File: src/rtl/sat_counter.sv
// -----------------------------------------------------------------------------
// sat_counter
// Saturating up-counter with a synchronous clear that takes effect before the
// increment of the same cycle (clr_i && inc_i leaves the counter at 1).
//
// Ports:
//   clk    in   clock, rising edge
//   rst_n  in   asynchronous active-low reset, counter -> 0
//   inc_i  in   count one event this cycle
//   clr_i  in   synchronous clear
//   cnt_o  out  CNT_W-bit count, sticks at all-ones instead of wrapping
// -----------------------------------------------------------------------------
module sat_counter #(
   parameter int CNT_W = 16
) (
   input  logic             clk,
   input  logic             rst_n,
   input  logic             inc_i,
   input  logic             clr_i,
   output logic [CNT_W-1:0] cnt_o
);

   logic [CNT_W-1:0] cnt_q;
   logic [CNT_W-1:0] cnt_d;
   logic [CNT_W-1:0] cnt_base;

   // Clear is applied first, then the increment is added on top of the
   // (possibly cleared) value.
   always_comb begin
      // NOTE: every signal written here is assigned a default up front so no
      // path through the block leaves it unassigned (no inferred latch).
      cnt_base = clr_i ? '0 : cnt_q;
      cnt_d    = cnt_base;
      if (inc_i && (cnt_base != {CNT_W{1'b1}})) begin
         cnt_d = cnt_base + CNT_W'(1);
      end
   end

   // NOTE: state registers use non-blocking assignments so every flop samples
   // the pre-edge values, independent of block ordering.
   always_ff @(posedge clk or negedge rst_n) begin
      if (!rst_n) begin
         cnt_q <= '0;
      end else begin
         cnt_q <= cnt_d;
      end
   end

   assign cnt_o = cnt_q;

endmodule : sat_counter

File: config.mk
export PLATFORM = sky130hd
export DESIGN_NAME = sat_counter
export DESIGN_NICKNAME = d
export VERILOG_FILES = /design/src/rtl/sat_counter.sv
export SDC_FILE = /design/constraint.sdc
export NUM_CORES = 1
export LEC_CHECK = 0
export ABC_AREA = 1
export CAP_MARGIN = 20
export CORE_MARGIN = 5
export CORE_UTILIZATION = 45
export CTS_CLUSTER_SIZE = 30
export DETAILED_ROUTE_END_ITERATION = 10
export PLACE_DENSITY_LB_ADDON = 0.05
export SLEW_MARGIN = 0
export SYNTH_ARGS = -nofsm -noshare
export SYNTH_HDL_FRONTEND = slang
export SYNTH_SLANG_ARGS = --single-unit
File: constraint.sdc
create_clock -name clk -period 1.7 [get_ports clk]
set_input_delay 0.34 -clock clk [delete_from_list [all_inputs] [get_ports clk]]
set_output_delay 0.34 -clock clk [all_outputs]
set_load 0.01 [all_outputs]
==> flow_summary.ini <==
[outcome]
outcome = completed

[critical_path]
end_kind = output port
crit_arrival_ns = 1.30
start_kind = flip-flop
rrSetupSlack_ns = 0.27
path_buf_inv = 1
worst-path-max-fanout = 4
required_ns = 1.36
worstSetupPathType = reg -> out
crit_path_top_delay_cell = clkdlybuf4s50_1
slowest_delay_ns = 0.56
cp_top_family = buffers and inverters
crit_chain = clkdlybuf4s50_1

[clock_tree]
htreeDepth = 1
clk_path_buf_depth = 2
cts.reportedPaths.clkPinSlew_ns = 0.11
cts_buffers = 3
clock-sinks = 16
clk_latency_ns = 0.30
cts_hold_buf = 0
cts-root-buf = clkbuf_4
cts_tree = built

[power_and_ir_drop]
power.density_nw_per_um2 = 454
comb_power_share_pct = 14.0
p_int_mw = 0.566
power.switching_mw = 0.206
power_mw = 0.772
p_seq_share_pct = 51.1
clock_power_share_pct = 34.9
switching_share_pct = 26.7
p_leak_nw = 0.835
peakVddDrop_v = 0.000482

[global_routing]
grt_pass1_vias = 1346
grtUsageMet1_pct = 30.2
grt-ovfl-total = 0
met3_usage_pct = 2.10
grtUsageMet2_pct = 34.0
busiest_layer = met2
antenna_found_initial = 0
track_usage_pct = 21.5
grt_max_degree = 17
grt_pass1_wl_mm = 5.95

[synth]
synth_cell_types = 20
synth.area.mux_share_pct = 0
ys_warn_count = 0
synth_compound_area_share_pct = 1.37
syn_inst = 186
syn-num-nets = 190
yosysSeqAreaShare_pct = 33.6
synth-simple-area-share_pct = 50.8
synth_top_family_by_area = simple AND/OR/NAND/NOR gates
synth_xor_area_share_pct = 2.94
synthAdderAreaFrac_pct = 0
synth_area_um2 = 1190
postSynthAreaPerCell_um2 = 6.40
synth_seq_cells = 16

[floorplan]
io_pins = 20
die-area_um2 = 3780
die_x_um = 61.5
initial_utilization_pct = 47.6
core_um2 = 2500
rows = 18
die_h_um = 61.5

[route]
firstDrtPassIters = 4
drc = 0
final_antenna_net_count = 0
vias_per_cell = 5.11
drt_iter0_markers = 49
wl_per_cell_um = 13.2
drt-total-wl_mm = 3.48
vias = 1348

[placement]
pre_cts_ws_ns = -0.299
port_buffers = 19
place_hpwl_mm = 2.67
place_congestion = 0.855

[layout]
regArea_um2 = 408
multi_input_area_um2 = 692
fillers = 200
drive_gt1_share_pct = 26.1
largest_reg_flops = 16
syn_to_final_growth_pct = 42.8
layout.nets = 239
diodes = 0

[sta]
fin_crit_ns = 1.64
maxSlewViolCount = 0
period_share_pct = 96.6
finalClockSkew_ns = 0.00335
worst_pin_slew_ns = 0.294
max_slew_margin_pct = 80.3
rsz0062_at_grt = false
final-setup-viol-count = 0
fmax_ghz = 0.609
timing.final.hold_violations = 0
layout_setup_ws_ns = 0.0577

[job]
drv_cap = 0

[min_path]
hp-class = in -> async
[final timing paths]
check,start,to,depth (start not counted)
min in group clk,clr_i,cnt_o[15],5
worst max-delay path,cnt_o[8],cnt_o[8],1
worst min register to register,cnt_o[15],cnt_o[15],2
worst min-delay path,rst_n,cnt_o[7],2
max in group asynchronous,rst_n,cnt_o[0],2
worst max register to register,cnt_o[3],cnt_o[15],8
[metrics by stage]
step                      utilization [%]  instance area (µm²)  setup TNS (ns)  std cells  hold WS, ns
after floorplan                         -                 1190               0        186       0.0444
after global placement               63.8                 1590           -3.37        257        0.519
after detailed placement             63.8                 1590           -3.91        257        0.562
after CTS                            65.3                 1630               0        261        0.350
after global routing                 68.0                 1700               0        264        0.362
final                                68.0                 1700               0        264        0.345
[placed cells by master, fill, tap and decap left out]
| cell | Yosys | final |
|---|---|---|
| xnor2_1 | 2 | 2 |
| clkdlybuf4s50_1 | 0 | 17 |
| nand3_1 | 15 | 13 |
| nand4_1 | 8 | 8 |
| inv_1 | 23 | 23 |
| clkbuf_8 | 0 | 1 |
| nand3_2 | 4 | 5 |
| buf_12 | 0 | 1 |
| nor2_1 | 30 | 25 |
| nand2_4 | 2 | 3 |
| nor2_4 | 2 | 2 |
| nand2_2 | 2 | 1 |
| dlymetal6s2s_1 | 0 | 2 |
| inv_2 | 4 | 4 |
| nand3b_1 | 2 | 2 |
| nor2_2 | 1 | 6 |
| nand2_1 | 65 | 65 |
| clkbuf_4 | 0 | 3 |
| o22ai_1 | 1 | 1 |
| o21ai_1 | 2 | 2 |
| buf_4 | 0 | 28 |
| nor3_1 | 1 | 1 |
| xor2_1 | 2 | 2 |
| nand3_4 | 0 | 1 |
| dfrtp_1 | 16 | 10 |
| dfrtp_2 | 0 | 6 |
[per-layer routing]
| layer | wire [µm] | vias to the layer above |
|---|---|---|
| li1 | - | 670 |
| met1 | 1610 | 624 |
| met2 | 1630 | 45 |
| met3 | 171 | 9 |
| met4 | 72 | 0 |
| met5 | 0 | - |
[cell type report]
| type | instances | area share (%) |
|---|---|---|
| repair buffers | 48 | 25.0 |
| flip-flops and latches | 16 | 24.0 |
| multi-input cells | 139 | 40.7 |
| inverters | 27 | 5.96 |
| well taps | 30 | 2.21 |
| clock buffers | 4 | 2.13 |
[synth_stat cells]
cell type | instances | area, µm²
nand2_1 | 65 | 244
nor2_1 | 30 | 113
inv_1 | 23 | 86.3
dfrtp_1 | 16 | 400
nand3_1 | 15 | 75.1
nand4_1 | 8 | 50.1
inv_2 | 4 | 15.0
nand3_2 | 4 | 40.0
buf_2 | 2 | 10.0
buf_6 | 2 | 22.5
nand2_2 | 2 | 12.5
nand2_4 | 2 | 22.5
nand3b_1 | 2 | 15.0
nor2_4 | 2 | 22.5
o21ai_1 | 2 | 10.0
xnor2_1 | 2 | 17.5
xor2_1 | 2 | 17.5
nor2_2 | 1 | 6.26
nor3_1 | 1 | 5.00
o22ai_1 | 1 | 6.26
[power groups by stage]
stage | clock [mW] | combinational, mW | sequential, mW
CTS | 0.277 | 0.0940 | 0.396
finish | 0.270 | 0.108 | 0.395
floorplan | 0 | 0.0392 | 0.404
global route | 0.290 | 0.118 | 0.396
detailed placement | 0 | 0.0940 | 0.403
global placement | 0 | 0.0928 | 0.403
[repair_timing]
action	in CTS	in global routing
pin swaps	0	5
setup buffers	0	3
endpoints found under the setup margin	1	17
gates resized for setup	1	16
[cell families after synthesis]
| kind of cell | after synthesis |
|---|---|
| xor gates and xnor gates | 4 |
| AOI/OAI and AO/OA | 3 |
| DFF | 16 |
| buffers and inverters | 31 |
| and+or+nand+nor | 132 |
Note: power is estimated with default switching activity, not from simulation.
